`src/rtl/playback_timer_controller.sv`:
```
// Playback timer sequencer: STOP/PLAY/PAUSE/SEEK control of a BCD m:ss Timer from debounced buttons.
// Optional hold-to-repeat seeking is enabled by defining AUTOREPEAT_EN.
module playback_timer_controller #(
   parameter int SEEK_STEP   = 10,
   parameter int MAX_SECONDS = 599
`ifdef AUTOREPEAT_EN
   , parameter int REPEAT_CYCLES = 25_000_000
`endif
) (
   input  logic       clk,
   input  logic       reset,
   input  logic       play_btn,
   input  logic       stop_btn,
   input  logic       fwd_btn,
   input  logic       rew_btn,
   input  logic [3:0] seconds0,
   input  logic [3:0] seconds1,
   input  logic [3:0] minutes0,
   output logic       timer_count,
   output logic       timer_reset,
   output logic [8:0] timer_adder,
   output logic [1:0] state,
   output logic       at_end
);

   localparam logic [1:0] ST_STOP  = 2'b00;
   localparam logic [1:0] ST_PLAY  = 2'b01;
   localparam logic [1:0] ST_PAUSE = 2'b10;
   localparam logic [1:0] ST_SEEK  = 2'b11;
   localparam logic [9:0] MAX_C    = 10'(MAX_SECONDS);
   localparam logic [7:0] STEP_C   = 8'(SEEK_STEP);

   logic       play_q_r, stop_q_r, fwd_q_r, rew_q_r;
   logic       ret_play_r;
   logic       play_press_s, stop_press_s, fwd_press_s, rew_press_s;
   logic       fwd_edge_s, rew_edge_s, any_press_s;
   logic [9:0] cur_s, room_s;
   logic [7:0] fwd_mag_s, rew_mag_s;
   logic [8:0] fwd_step_s, rew_step_s;
   logic [1:0] next_state_s;
   logic       next_count_s, next_reset_s, next_end_s, next_ret_s;
   logic [8:0] next_adder_s;

   // Edge detection, current time and clamped seek steps
   always_comb begin
      play_press_s = play_btn & ~play_q_r;
      stop_press_s = stop_btn & ~stop_q_r;
      fwd_edge_s   = fwd_btn & ~fwd_q_r;
      rew_edge_s   = rew_btn & ~rew_q_r;
      cur_s = ({6'd0, minutes0} * 10'd60) + ({6'd0, seconds1} * 10'd10) + {6'd0, seconds0};
      room_s = (cur_s >= MAX_C) ? 10'd0 : (MAX_C - cur_s);
      fwd_mag_s  = (room_s < {2'b00, STEP_C}) ? room_s[7:0] : STEP_C;
      rew_mag_s  = (cur_s < {2'b00, STEP_C}) ? cur_s[7:0] : STEP_C;
      fwd_step_s = {1'b0, fwd_mag_s};
      rew_step_s = 9'd0 - {1'b0, rew_mag_s};
   end

`ifdef AUTOREPEAT_EN
   localparam int CNT_W = $clog2(REPEAT_CYCLES + 1);
   localparam logic [CNT_W-1:0] CNT_LAST = CNT_W'(REPEAT_CYCLES - 1);

   logic [CNT_W-1:0] hold_cnt_r;
   logic             held_s, rep_fire_s, hold_clear_s;

   // Synthetic presses from a held seek button; real edges take precedence
   always_comb begin
      held_s     = fwd_btn | rew_btn;
      rep_fire_s = held_s && ((state == ST_PLAY) || (state == ST_PAUSE))
                   && (hold_cnt_r == CNT_LAST) && !(fwd_edge_s | rew_edge_s);
      fwd_press_s  = fwd_edge_s | (rep_fire_s & fwd_btn);
      rew_press_s  = rew_edge_s | (rep_fire_s & ~fwd_btn & rew_btn);
      hold_clear_s = (next_state_s != state) && (next_state_s != ST_SEEK) && (state != ST_SEEK);
   end

   // Hold counter: restarts on every seek press, clears on release or a real state change
   always_ff @(posedge clk or posedge reset) begin
      if (reset) begin
         hold_cnt_r <= '0;
      end else if (!held_s || (state == ST_STOP) || hold_clear_s
                   || fwd_edge_s || rew_edge_s || rep_fire_s) begin
         hold_cnt_r <= '0;
      end else if (hold_cnt_r != CNT_LAST) begin
         hold_cnt_r <= hold_cnt_r + 1'b1;
      end else begin
         hold_cnt_r <= hold_cnt_r;
      end
   end
`else
   // Seeks come from button edges only
   always_comb begin
      fwd_press_s = fwd_edge_s;
      rew_press_s = rew_edge_s;
   end
`endif

   // Next-state and next-output decode with stop > play > fwd > rew priority
   always_comb begin
      any_press_s  = play_press_s | stop_press_s | fwd_press_s | rew_press_s;
      next_state_s = state;
      next_count_s = 1'b0;
      next_reset_s = 1'b0;
      next_adder_s = 9'd0;
      next_end_s   = 1'b0;
      next_ret_s   = ret_play_r;
      case (state)
         ST_STOP: begin
            if (play_press_s) begin
               next_state_s = ST_PLAY;
               next_count_s = 1'b1;
            end else begin
               next_state_s = ST_STOP;
            end
         end
         ST_PLAY, ST_PAUSE: begin
            if (stop_press_s) begin
               next_state_s = ST_STOP;
               next_reset_s = 1'b1;
            end else if (play_press_s) begin
               next_state_s = (state == ST_PLAY) ? ST_PAUSE : ST_PLAY;
               next_count_s = (state == ST_PAUSE);
            end else if (fwd_press_s && (fwd_step_s != 9'd0)) begin
               next_state_s = ST_SEEK;
               next_adder_s = fwd_step_s;
               next_ret_s   = (state == ST_PLAY);
            end else if (!fwd_press_s && rew_press_s && (rew_step_s != 9'd0)) begin
               next_state_s = ST_SEEK;
               next_adder_s = rew_step_s;
               next_ret_s   = (state == ST_PLAY);
            end else if ((state == ST_PLAY) && !any_press_s && (cur_s == MAX_C)) begin
               next_state_s = ST_STOP;
               next_reset_s = 1'b1;
               next_end_s   = 1'b1;
            end else begin
               next_count_s = (state == ST_PLAY);
            end
         end
         ST_SEEK: begin
            if (stop_press_s) begin
               next_state_s = ST_STOP;
               next_reset_s = 1'b1;
            end else if (ret_play_r) begin
               next_state_s = ST_PLAY;
               next_count_s = 1'b1;
            end else begin
               next_state_s = ST_PAUSE;
            end
         end
         default: begin
            next_state_s = ST_STOP;
            next_reset_s = 1'b1;
         end
      endcase
   end

   // Registered outputs, button history and seek origin
   always_ff @(posedge clk or posedge reset) begin
      if (reset) begin
         state       <= ST_STOP;
         timer_count <= 1'b0;
         timer_reset <= 1'b1;
         timer_adder <= 9'd0;
         at_end      <= 1'b0;
         ret_play_r  <= 1'b0;
         play_q_r    <= 1'b0;
         stop_q_r    <= 1'b0;
         fwd_q_r     <= 1'b0;
         rew_q_r     <= 1'b0;
      end else begin
         state       <= next_state_s;
         timer_count <= next_count_s;
         timer_reset <= next_reset_s;
         timer_adder <= next_adder_s;
         at_end      <= next_end_s;
         ret_play_r  <= next_ret_s;
         play_q_r    <= play_btn;
         stop_q_r    <= stop_btn;
         fwd_q_r     <= fwd_btn;
         rew_q_r     <= rew_btn;
      end
   end

endmodule

```
`config.mk`:
```
export PLATFORM = sky130hd
export DESIGN_NAME = playback_timer_controller
export DESIGN_NICKNAME = d
export VERILOG_FILES = /design/src/rtl/playback_timer_controller.sv
export SDC_FILE = /design/constraint.sdc
export NUM_CORES = 1
export LEC_CHECK = 0
export CAP_MARGIN = 20
export CORE_ASPECT_RATIO = 1.25
export CORE_UTILIZATION = 54
export DETAILED_ROUTE_END_ITERATION = 12
export MAX_ROUTING_LAYER = met4
export PLACE_DENSITY = 0.8
export SETUP_SLACK_MARGIN = 0.3
export SKIP_LAST_GASP = 1
export SYNTH_ARGS = -nofsm -noshare
export SYNTH_HDL_FRONTEND = slang
export SYNTH_SLANG_ARGS = --single-unit
```
`constraint.sdc`:
```
create_clock -name clk -period 2.2 [get_ports clk]
set_input_delay 0.44 -clock clk [delete_from_list [all_inputs] [get_ports clk]]
set_output_delay 0.44 -clock clk [all_outputs]
set_load 0.01 [all_outputs]
```
# Word level (Yosys, flattened, before mapping)
# Cells that the tools add are included.
# classes
muxes,38
n_lt_le_gt_ge,3
div_mod_pow,0
n_bitwise,13
n_shift,0
eq_ne,5
addsub,4
mul,2
reduce_logical,13
# ops
cell,n
two-way mux 9 bit,5
"< comparator 10 x 4 -> 1 bit, second input constant",2
two-way mux 1 bit,19
nonzero test 9 bit,2
two-way mux 2 bit,8
two-way mux 8 bit,2
adder 10 x 4 -> 10 bit,1
adder 10 x 8 -> 10 bit,1
"== test 10 bit, second input constant",1
"greater-or-equal comparator 10 bit, second input constant",1
two-way mux 10 bit,1
"subtractor 10 bit, first input constant",1
"subtractor 1 x 8 -> 9 bit, first input constant",1
"multiplier 4 x 4 -> 8 bit, second input constant",1
"multiplier 4 x 3 -> 7 bit, second input constant",1
"!= test 6 bit, second input constant",1
NOT 1 bit,6
one-hot mux 2 bit (3 select lines),1
logical AND 1 bit,5
AND 1 bit,4
"== test 2 bit, second input constant",2
AND reduction 4 bit,1
bitwise OR 1 bit,3
one-hot mux 1 bit (3 select lines),1
other kinds (6),7
# word_totals
rom_bits,0
ff_bits,19
input_bits,18
latch_bits,0
ramBits,0
n_memories,0
out_inout_bits,14

# Depth between registers and ports, before layout
# Gate-level depths: netlist (run 1).
# depth
word_depth,14
depth_mapped,21
depth_no_buf,20

# Least setup slack after synthesis (run 1)
# OpenSTA, ideal clock, no wires.
# synth_path
path_type,input to register
startpoint,input minutes0[0]
endpoint,register state[0]
setup_ns,0.125
arrival_time_ns,5.163
n_path_buf,0
cell_stages,19
setup_slack_ns,-3.089
path_cell_list,fa_1 > fa_1 > inv_1 > fa_1 > xnor2_1 > ha_1 > ha_1 > a21oi_1 > nand3_1 > a31oi_1 > xor2_1 > nand4_1 > nor2_1 > ha_1 > nand3_1 > nand4bb_1 > a21oi_4 > and3_4 > mux2_4
# synth_between
elab_chain_cells,13
# synth_rtl
element,line_no,source
start: declaration,18,"input logic [3:0] minutes0,"
multiplier 4 x 4 -> 8 bit (*),50,"cur_s = ({6'd0, minutes0} * 10'd60) + ({6'd0, seconds1} * 10'd10) + {6'd0, seconds0};"
adder 10 x 8 -> 10 bit (*),50,
adder 10 x 4 -> 10 bit (*),50,
subtractor 10 bit (tied with other cells),51,room_s = (cur_s >= MAX_C) ? 10'd0 : (MAX_C - cur_s);
two-way mux 10 bit / two-way mux 8 bit (equally long branches),"51, 53",
< comparator 10 x 4 -> 1 bit / subtractor 1 x 8 -> 9 bit (equally long branches),"52, 55",
two-way mux 8 bit / nonzero test 9 bit (equally long branches),"52, 125",
nonzero test 9 bit / logical AND 1 bit (equally long branches),"121, 125",
logical AND 1 bit / two-way mux 2 bit (equally long branches),"121, 125",
two-way mux 2 bit,121,end else if (fwd_press_s && (fwd_step_s != 9'd0)) begin
two-way mux 2 bit,118,end else if (play_press_s) begin
two-way mux 2 bit,115,if (stop_press_s) begin
one-hot mux 2 bit (3 select lines),105,case (state)
end signal: assignment,169,state <= next_state_s;
end: declaration,22,"output logic [1:0] state,"
# Every way passes the cells marked *; elsewhere a longest branch is shown, timed or not.
# A chain may end at the register's enable or synchronous reset.

# Final worst setup path (run 1)
# layout_path
startpoint,input minutes0[1]
endpoint,register state[0]
# The elaborated chain is that of the path after synthesis.

==> results of run 1 <==
-- cell usage after synthesis (all sizes together) (3+ instances only) --
| cell type | number |
|---|---|
| nand2b | 4 |
| o21ai | 5 |
| xnor2 | 8 |
| and3 | 4 |
| nand2 | 11 |
| nand3 | 7 |
| nand4 | 7 |
| inv | 27 |
| xor2 | 6 |
| fa | 9 |
| nor2b | 4 |
| a21o | 4 |
| nor3 | 4 |
| nor2 | 15 |
| mux2 | 3 |
| a211oi | 3 |
| a31oi | 4 |
| ha | 34 |
| clkbuf | 3 |
| a21oi | 14 |
| dfrtp | 18 |
-- how the worst max path moves through the flow --
| stage | from | endpoint | slack (ns) |
|---|---|---|---|
| final | minutes0[1] | state[0]$_DFFE_PP0P_ | -2.81 |
| after floorplan | minutes0[0] | state[0]$_DFFE_PP0P_ | -2.88 |
| after detailed placement | minutes0[2] | state[0]$_DFFE_PP0P_ | -3.38 |
| after CTS | minutes0[2] | state[0]$_DFFE_PP0P_ | -2.73 |
| after global routing | minutes0[1] | state[0]$_DFFE_PP0P_ | -2.92 |
| after global placement | minutes0[2] | state[0]$_DFFE_PP0P_ | -3.25 |
-- layer usage --
metal,share of wire,GRT usage
met5,0,-
met4,0.061,0.1587
met3,0.055,0.04278
met2,0.53,0.5862
met1,0.35,0.2957
-- power groups by stage --
| stage | Sequential, mW | Clock (mW) | Combinational (mW) |
|---|---|---|---|
| 5_1_grt | 0.453 | 0.260 | 3.49 |
| 3_5_place_dp | 0.451 | 0 | 2.63 |
| 3_3_place_gp | 0.447 | 0 | 2.55 |
| 6_report | 0.450 | 0.250 | 3.38 |
| 4_1_cts | 0.446 | 0.239 | 2.79 |
| 2_1_floorplan | 0.464 | 0 | 1.63 |
-- layout make-up --
cell class | instances | area share
flip-flops and latches | 19 | 0.1400
repair buffers | 101 | 0.2580
clock buffers | 4 | 0.01323
well taps | 54 | 0.01985
inverters | 27 | 0.02977
multi-input cells | 176 | 0.5391
-- worst reg2reg max path, stage by stage, from the launching register on --
cell     delay, ns
dfrtp_1       0.44
inv_1         0.10
ha_1          0.25
nand4_1       0.13
or3b_4        0.41
and3_4        0.21
mux2_4        0.30
-- metrics by stage --
| step | instances | hold WS, ns |
|---|---|---|
| floorplan | 225 | 0.3904 |
| global placement | 365 | 0.5448 |
| detailed placement | 365 | 0.5635 |
| CTS | 376 | 0.5989 |
| global route | 381 | 0.6521 |
| finish | 381 | 0.5877 |
-- cell families after synthesis --
group | after synthesis | synth area share
compound gates | 48 | 0.1770
xor+xnor | 14 | 0.06096
fa+ha+maj | 43 | 0.2837
buf+inv | 30 | 0.05334
flops | 19 | 0.2233
mux | 4 | 0.02227
simple gates | 67 | 0.1794
-- repair_timing --
| item | in CTS | in global routing |
|---|---|---|
| resized for setup | 34 | 26 |
| setup buffers | 7 | 5 |
| pin swaps | 27 | 22 |
| endpoints found under the setup margin | 15 | 15 |
==> impl_metrics.toml, run 1 <==
[outcome]
outcome = "finished, violations left"
violations = "negative setup slack"

[routing]
vias = 2301
wl_per_cell_um = 20.22
vias_per_cell = 6.039
ant_nets = 0
routed_wirelength_mm = 7.703
drc_errors = 0
drt_iter0_markers = 135
dr.pass1.iters = 4

[clock_network]
cts.sinks = 19
clk_pin_slew_ns = 0.08
htreeDepth = 1
cts_tree = "built"
insertion_delay_ns = 0.26
cts_buffers = 3
root_buffer = "clkbuf_8"
ctsHoldBuffers = 0
clk_path_buf_depth = 2

[min_path]
hold_class = "in -> async"

[cells_and_area]
final_common_cell = "buf_4"
antenna_cells = 0
final_cell_mix = "63 x buf_4, 27 x clkdlybuf4s50_1, 26 x ha_1"
area_growth_pct = 59.50
multiInputGateArea_um2 = 1836
register_area_um2 = 476.7
drive_above_1_share = 0.3976
fill_cells = 157
largest_reg_flops = 9
fin_area_um2 = 3405
top_register = "timer_adder"
reg.largest.list = "timer_adder (9), state (2)"
nNetsFinal = 389
fin_util = 0.8995

[sta]
fin_crit_ns = 5.012
setup-violations-final = 15
min_period_over_period = 2.278
max_freq_ghz = 0.1995
fin_ws_ns = -2.812
tightest_slew_ns = 0.7123
rsz0062_at_grt = "true"
skew_ns = 0.005297
max_slew_margin = 0.5246
tns_ns = -38.13
maxSlewViolCount = 0
hold_viol_final = 0

[setup_path]
critPathLaunchType = "primary input"
crit_path_top_delay_cell = "fa_2"
rrSetupSlack_ns = 0.25
path_max_fanout = 5
cp_top_family = "adder cells"
worst-setup-path-type = "in -> reg"
worstPathCellList = "buf_8 -> fa_2 -> fa_1 -> buf_4 -> ha_4 -> a21o_1 -> a21oi_2 -> xnor2_1 -> ha_1 -> ha_4 -> a21o_1 -> a31oi_2 -> xor2_2 -> nand4_1 -> nor2_2 -> ha_2 -> nand3_2 -> nand4bb_4 -> a21oi_4 -> buf_12 -> a31oi_1 -> mux2_4"
reg2reg_depth = 6
r2r_end = "state[0]$_DFFE_PP0P_"
slowest_delay_ns = 0.59
crit_cells = 22
worst-path-buf-inv = 3
critPathArrivalTime_ns = 5.16
cp-end-kind = "flop"
worstPathRequired_ns = 2.35
reg2reg_from = "state[1]$_DFFE_PP0P_"

[placement]
port_buffers = 31
dpl_worst_slack_ns = -3.382
dp.final_hpwl_mm = 4.269
place.gp.congestion = 0.9635
dpl_cell_area_um2 = 3052

[logic_synthesis]
synth_edf_count = 0
synth_top_area_frac = 0.2110
synth_nets = 286
ys_seq_elements = 19
avgSynthCellArea_um2 = 9.487
syn_area_um2 = 2135
async_reset_ff_frac = 1.000
synth_largest_area_cell = "dfrtp_1"
synth_area_leaders = "dfrtp_1 21%, ha_1 20%, fa_1 8.4%"
ys.flop_type = "dfrtp_1"
yosysWarnings = 0
yosys.cell_types.count = 58
seq_area_frac_synth = 0.2233
syn_inst = 225

[grt]
grt_max_degree = 20
antenna_found_initial = 0
overflow = 0
grt_pass1_wl_mm = 9.591
grt.total_usage = 0.3087
grt_pass1_vias = 2205

[power]
power_mw = 4.077
p_sw_mw = 1.903
comb_power_share = 0.828
p_leak_nw = 1.561
p_per_area_nw_per_um2 = 1197
clockPowerShare = 0.061
peakVddDrop_uv = 1064
seq_power_share = 0.110
p_int_mw = 2.174
swShare = 0.4668

[floorplan]
core_area_um2 = 3785
rows = 25
io_pins = 32
fp.dieH_um = 72.30
start_util = 0.5640
die_w_um = 58.24
die_area_um2 = 4210

[run]
cap_viol_max_count = 0
No activity file was read; power rests on OpenSTA's default activity.
==> run 2, diff against run 1 <==
Settings changed: CORE_UTILIZATION 54 to 50, PLACE_DENSITY 0.8 to 0.78.
Clock period 2.2 ns to 4.6 ns, I/O delays scaled along.
==> impl_metrics.toml, run 2 (synthesized netlist as in run 1, its figures left out) <==
[outcome]
outcome = "finished, violations left"
violations = "negative setup slack"

[grt]
overflow = 0
grt_pass1_vias = 2087
grt_max_degree = 20
antenna_found_initial = 0
grt_pass1_wl_mm = 8.618
grt.total_usage = 0.2613

[routing]
vias_per_cell = 5.629
routed_wirelength_mm = 6.035
drc_errors = 0
dr.pass1.iters = 4
vias = 2122
ant_nets = 0
wl_per_cell_um = 16.01
drt_iter0_markers = 150

[cells_and_area]
antenna_cells = 0
reg.largest.list = "timer_adder (9), state (2)"
top_register = "timer_adder"
drive_above_1_share = 0.3801
final_common_cell = "buf_4"
final_cells = 377
nNetsFinal = 383
area_growth_pct = 57.21
fin_util = 0.8187
final_cell_mix = "55 x buf_4, 27 x clkdlybuf4s50_1, 26 x inv_1"
fill_cells = 257
largest_reg_flops = 9

[power]
p_sw_mw = 0.8033
p_int_mw = 1.073
seq_power_share = 0.113
swShare = 0.4280
comb_power_share = 0.824
clockPowerShare = 0.063
peakVddDrop_uv = 340.9
p_leak_nw = 1.533
p_per_area_nw_per_um2 = 559.3

[sta]
fin_ws_ns = -0.7803
hold_viol_final = 0
max_freq_ghz = 0.1859
min_period_over_period = 1.170
rsz0062_at_grt = "true"
maxSlewViolCount = 0
max_slew_margin = 0.5426
tightest_slew_ns = 0.6853
skew_ns = 0.007251
setup-violations-final = 15
fin_crit_ns = 5.380

[setup_path]
worstPathRequired_ns = 4.75
rrSetupSlack_ns = 2.63
cp-end-kind = "flop"
critPathArrivalTime_ns = 5.53
path_max_fanout = 5
critPathLaunchType = "primary input"
worst-setup-path-type = "in -> reg"

[placement]
dp.final_hpwl_mm = 4.213
place.gp.congestion = 0.8668
dpl.cell_count = 360
dpl_worst_slack_ns = -1.489
port_buffers = 31

[clock_network]
root_buffer = "clkbuf_8"
cts_buffers = 3
clk_pin_slew_ns = 0.08
insertion_delay_ns = 0.26
ctsHoldBuffers = 0
clk_path_buf_depth = 2
cts.sinks = 19
cts_tree = "built"
htreeDepth = 1

[min_path]
hold_class = "reg -> reg"

[floorplan]
fp.dieH_um = 75.05
start_util = 0.5208
io_pins = 32
core_area_um2 = 4099
die_w_um = 60.44
rows = 26
die_area_um2 = 4536

[run]
cap_viol_max_count = 0
run 2: repair_timing:
action,4_1_cts,5_1_grt
setup buffers,6,7
pin swaps,23,20
endpoints found under the setup margin,15,15
resized for setup,32,22
run 2: routing by layer:
metal  vias to the layer above  part of all wire  track usage
li1                       1000                 -            -
met1                      1025              0.35       0.2289
met2                        69              0.58       0.5140
met3                        28             0.030      0.03093
met4                         0             0.042       0.1540
met5                         -                 0            -
run 2: final timing paths:
check / depth (start not counted) / startpoint / end
max in group asynchronous: 2 / reset / stop_q_r$_DFF_PP0_
worst max register to register: 7 / stop_q_r$_DFF_PP0_ / state[0]$_DFFE_PP0P_
worst max-delay path: 21 / minutes0[2] / state[0]$_DFFE_PP0P_
min in group asynchronous: 2 / reset / state[0]$_DFFE_PP0P_
worst min-delay path: 1 / ret_play_r$_DFFE_PP0P_ / ret_play_r$_DFFE_PP0P_
worst min register to register: 1 / ret_play_r$_DFFE_PP0P_ / ret_play_r$_DFFE_PP0P_
run 2: stage by stage:
step	total power, mW	instance area [um^2]	hold slack [ns]	TNS (ns)
2_1_floorplan	0.9990	2241	0.5036	-7.622
3_3_place_gp	1.456	2989	0.5479	-16.24
3_5_place_dp	1.491	2989	0.5633	-18.19
4_1_cts	1.739	3192	0.5834	-8.321
5_1_grt	1.999	3356	0.6043	-10.25
6_report	1.877	3356	0.5982	-8.245
run 2: layout make-up:
class / count / area [um^2] / share of cell area
tap: 56 / 70.07 / 0.02088
multi-input combinational: 176 / 1831 / 0.5455
clock buffer: 3 / 41.29 / 0.01230
sequential: 19 / 476.7 / 0.1421
timing repair buffer: 95 / 828.3 / 0.2468
clock inverter: 1 / 7.507 / 0.002237
inverter: 27 / 101.3 / 0.03020
run 2: worst max-delay path, stage by stage:
cell	delay, ns
buf_8	0.10
fa_1	0.50
fa_1	0.52
inv_1	0.06
fa_2	0.37
xnor2_2	0.16
ha_1	0.32
ha_4	0.29
nand3_1	0.15
nand3_4	0.13
xor2_4	0.18
o32ai_4	0.23
nand4_1	0.23
nor2_2	0.21
ha_4	0.16
nand3_2	0.05
nand4bb_4	0.24
a21oi_4	0.19
buf_6	0.14
a31oi_1	0.10
mux2_4	0.29
run 2: power groups by stage:
| stage | Sequential [mW] | Clock, mW | Combinational, mW |
|---|---|---|---|
| floorplan | 0.222 | 0 | 0.777 |
| global placement | 0.213 | 0 | 1.24 |
| detailed placement | 0.214 | 0 | 1.28 |
| CTS | 0.212 | 0.120 | 1.41 |
| global route | 0.214 | 0.126 | 1.66 |
| finish | 0.212 | 0.118 | 1.55 |
==> run 3, diff against run 2 <==
Settings changed: CORE_MARGIN set to 8, CTS_CLUSTER_SIZE set to 20.
==> impl_metrics.toml, run 3 (synthesized netlist as in run 1, its figures left out) <==
[outcome]
outcome = "finished, violations left"
violations = "negative setup slack"

[setup_path]
crit_path_top_delay_cell = "fa_1"
crit_cells = 22
reg2reg_depth = 5
critPathArrivalTime_ns = 5.63
worst-path-buf-inv = 4
cp_top_family = "adder cells"
cp-end-kind = "flop"
critPathLaunchType = "primary input"
path_max_fanout = 4
rrSetupSlack_ns = 2.61
worst-setup-path-type = "in -> reg"
slowest_delay_ns = 0.56
worstPathRequired_ns = 4.74
worstPathCellList = "buf_8 -> fa_1 -> fa_1 -> inv_2 -> fa_2 -> buf_4 -> inv_1 -> a21o_1 -> a21oi_2 -> xnor2_2 -> ha_4 -> a21o_1 -> a31oi_2 -> xor2_2 -> nand4_1 -> nor2_2 -> ha_4 -> nand3_2 -> nand4bb_4 -> a21oi_4 -> and3_4 -> mux2_4"

[floorplan]
fp.dieH_um = 89.05
rows = 26
core_area_um2 = 4099
io_pins = 32
die_w_um = 74.44
start_util = 0.5208
die_area_um2 = 6629

[cells_and_area]
final_common_cell = "buf_4"
area_growth_pct = 61.37
top_register = "timer_adder"
reg.largest.list = "timer_adder (9), state (2)"
nNetsFinal = 390
drive_above_1_share = 0.4116
fin_util = 0.8404
antenna_cells = 0
final_cell_mix = "61 x buf_4, 28 x clkdlybuf4s50_1, 25 x inv_1"
largest_reg_flops = 9

[clock_network]
cts.sinks = 19
cts_tree = "built"
clk_pin_slew_ns = 0.07
clk_path_buf_depth = 2
ctsHoldBuffers = 0
cts_buffers = 3
root_buffer = "clkbuf_8"
insertion_delay_ns = 0.25
htreeDepth = 1

[sta]
skew_ns = 0.002523
hold_viol_final = 0
rsz0062_at_grt = "true"
setup-violations-final = 15
fin_crit_ns = 5.491
tns_ns = -9.708
maxSlewViolCount = 0
tightest_slew_ns = 0.6754
max_freq_ghz = 0.1821
min_period_over_period = 1.194
fin_ws_ns = -0.8912
max_slew_margin = 0.5492

[power]
p_per_area_nw_per_um2 = 571.3
peakVddDrop_uv = 364.9
p_leak_nw = 1.567

[placement]
dp.final_hpwl_mm = 4.561
port_buffers = 31
place.gp.congestion = 0.9018

[run]
cap_viol_max_count = 0

[grt]
antenna_found_initial = 0
grt.total_usage = 0.2044
overflow = 0
grt_max_degree = 20
grt_pass1_vias = 2326
grt_pass1_wl_mm = 10.18

[routing]
vias_per_cell = 5.693
ant_nets = 0
wl_per_cell_um = 18.96
dr.pass1.iters = 4
routed_wirelength_mm = 7.281
drt_iter0_markers = 158
drc_errors = 0
vias = 2186

[min_path]
min_path_cells = 1
hold_class = "reg -> reg"
==> run 3: timing repair <==
| action | CTS | global route |
|---|---|---|
| setup buffers | 8 | 8 |
| gates resized for setup | 44 | 19 |
| endpoints found under the setup margin | 15 | 15 |
| pin swaps | 23 | 23 |
==> run 3: cell type report <==
| cell class | instances | area [um^2] |
|---|---|---|
| fill | 221 | 654.4 |
| clock buffer | 3 | 41.29 |
| multi-input combinational | 176 | 1868 |
| tap | 56 | 70.07 |
| timing repair buffer | 102 | 882.1 |
| sequential | 19 | 476.7 |
| inverter | 27 | 101.3 |
| clock inverter | 1 | 5.005 |
==> run 3: through the flow <==
| stage | setup WS (ns) | instances | hold WS (ns) | cell area, um^2 | power (mW) |
|---|---|---|---|---|---|
| 6_report | -0.8912 | 384 | 0.5814 | 3445 | 1.968 |
| 5_1_grt | -1.005 | 384 | 0.5857 | 3445 | 2.087 |
| 4_1_cts | -0.8719 | 376 | 0.5640 | 3273 | 1.783 |
| 3_5_place_dp | -1.545 | 364 | 0.5519 | 3019 | 1.535 |
| 3_3_place_gp | -1.370 | 364 | 0.5340 | 3019 | 1.500 |
| 2_1_floorplan | -0.9555 | 225 | 0.5036 | 2241 | 0.9990 |
==> run 3: worst paths after layout <==
path,from,endpoint
setup reg to reg,fwd_q_r$_DFF_PP0_,state[0]$_DFFE_PP0P_
hold / removal,ret_play_r$_DFFE_PP0P_,ret_play_r$_DFFE_PP0P_
setup / recovery,minutes0[2],state[0]$_DFFE_PP0P_
min in group asynchronous,reset,play_q_r$_DFF_PP0_
max in group asynchronous,reset,ret_play_r$_DFFE_PP0P_
hold reg to reg,ret_play_r$_DFFE_PP0P_,ret_play_r$_DFFE_PP0P_
==> run 3: where the power goes <==
part | total, mW | switching, mW | leakage, nW | internal (mW)
clock network | 0.113 | 0.0524 | 0.0255 | 0.0601
registers | 0.213 | 0.0177 | 0.247 | 0.195
logic | 1.64 | 0.769 | 1.29 | 0.874
==> run 3: layer usage <==
| layer | wire [um] | GRT usage | vias up | part of all wire |
|---|---|---|---|---|
| met3 | 339 | 0.02245 | 45 | 0.047 |
| met5 | 0 | - | - | 0 |
| met2 | 4095 | 0.3948 | 106 | 0.56 |
| met1 | 2404 | 0.1784 | 1030 | 0.33 |
| li1 | - | - | 1005 | - |
| met4 | 442 | 0.1357 | 0 | 0.061 |
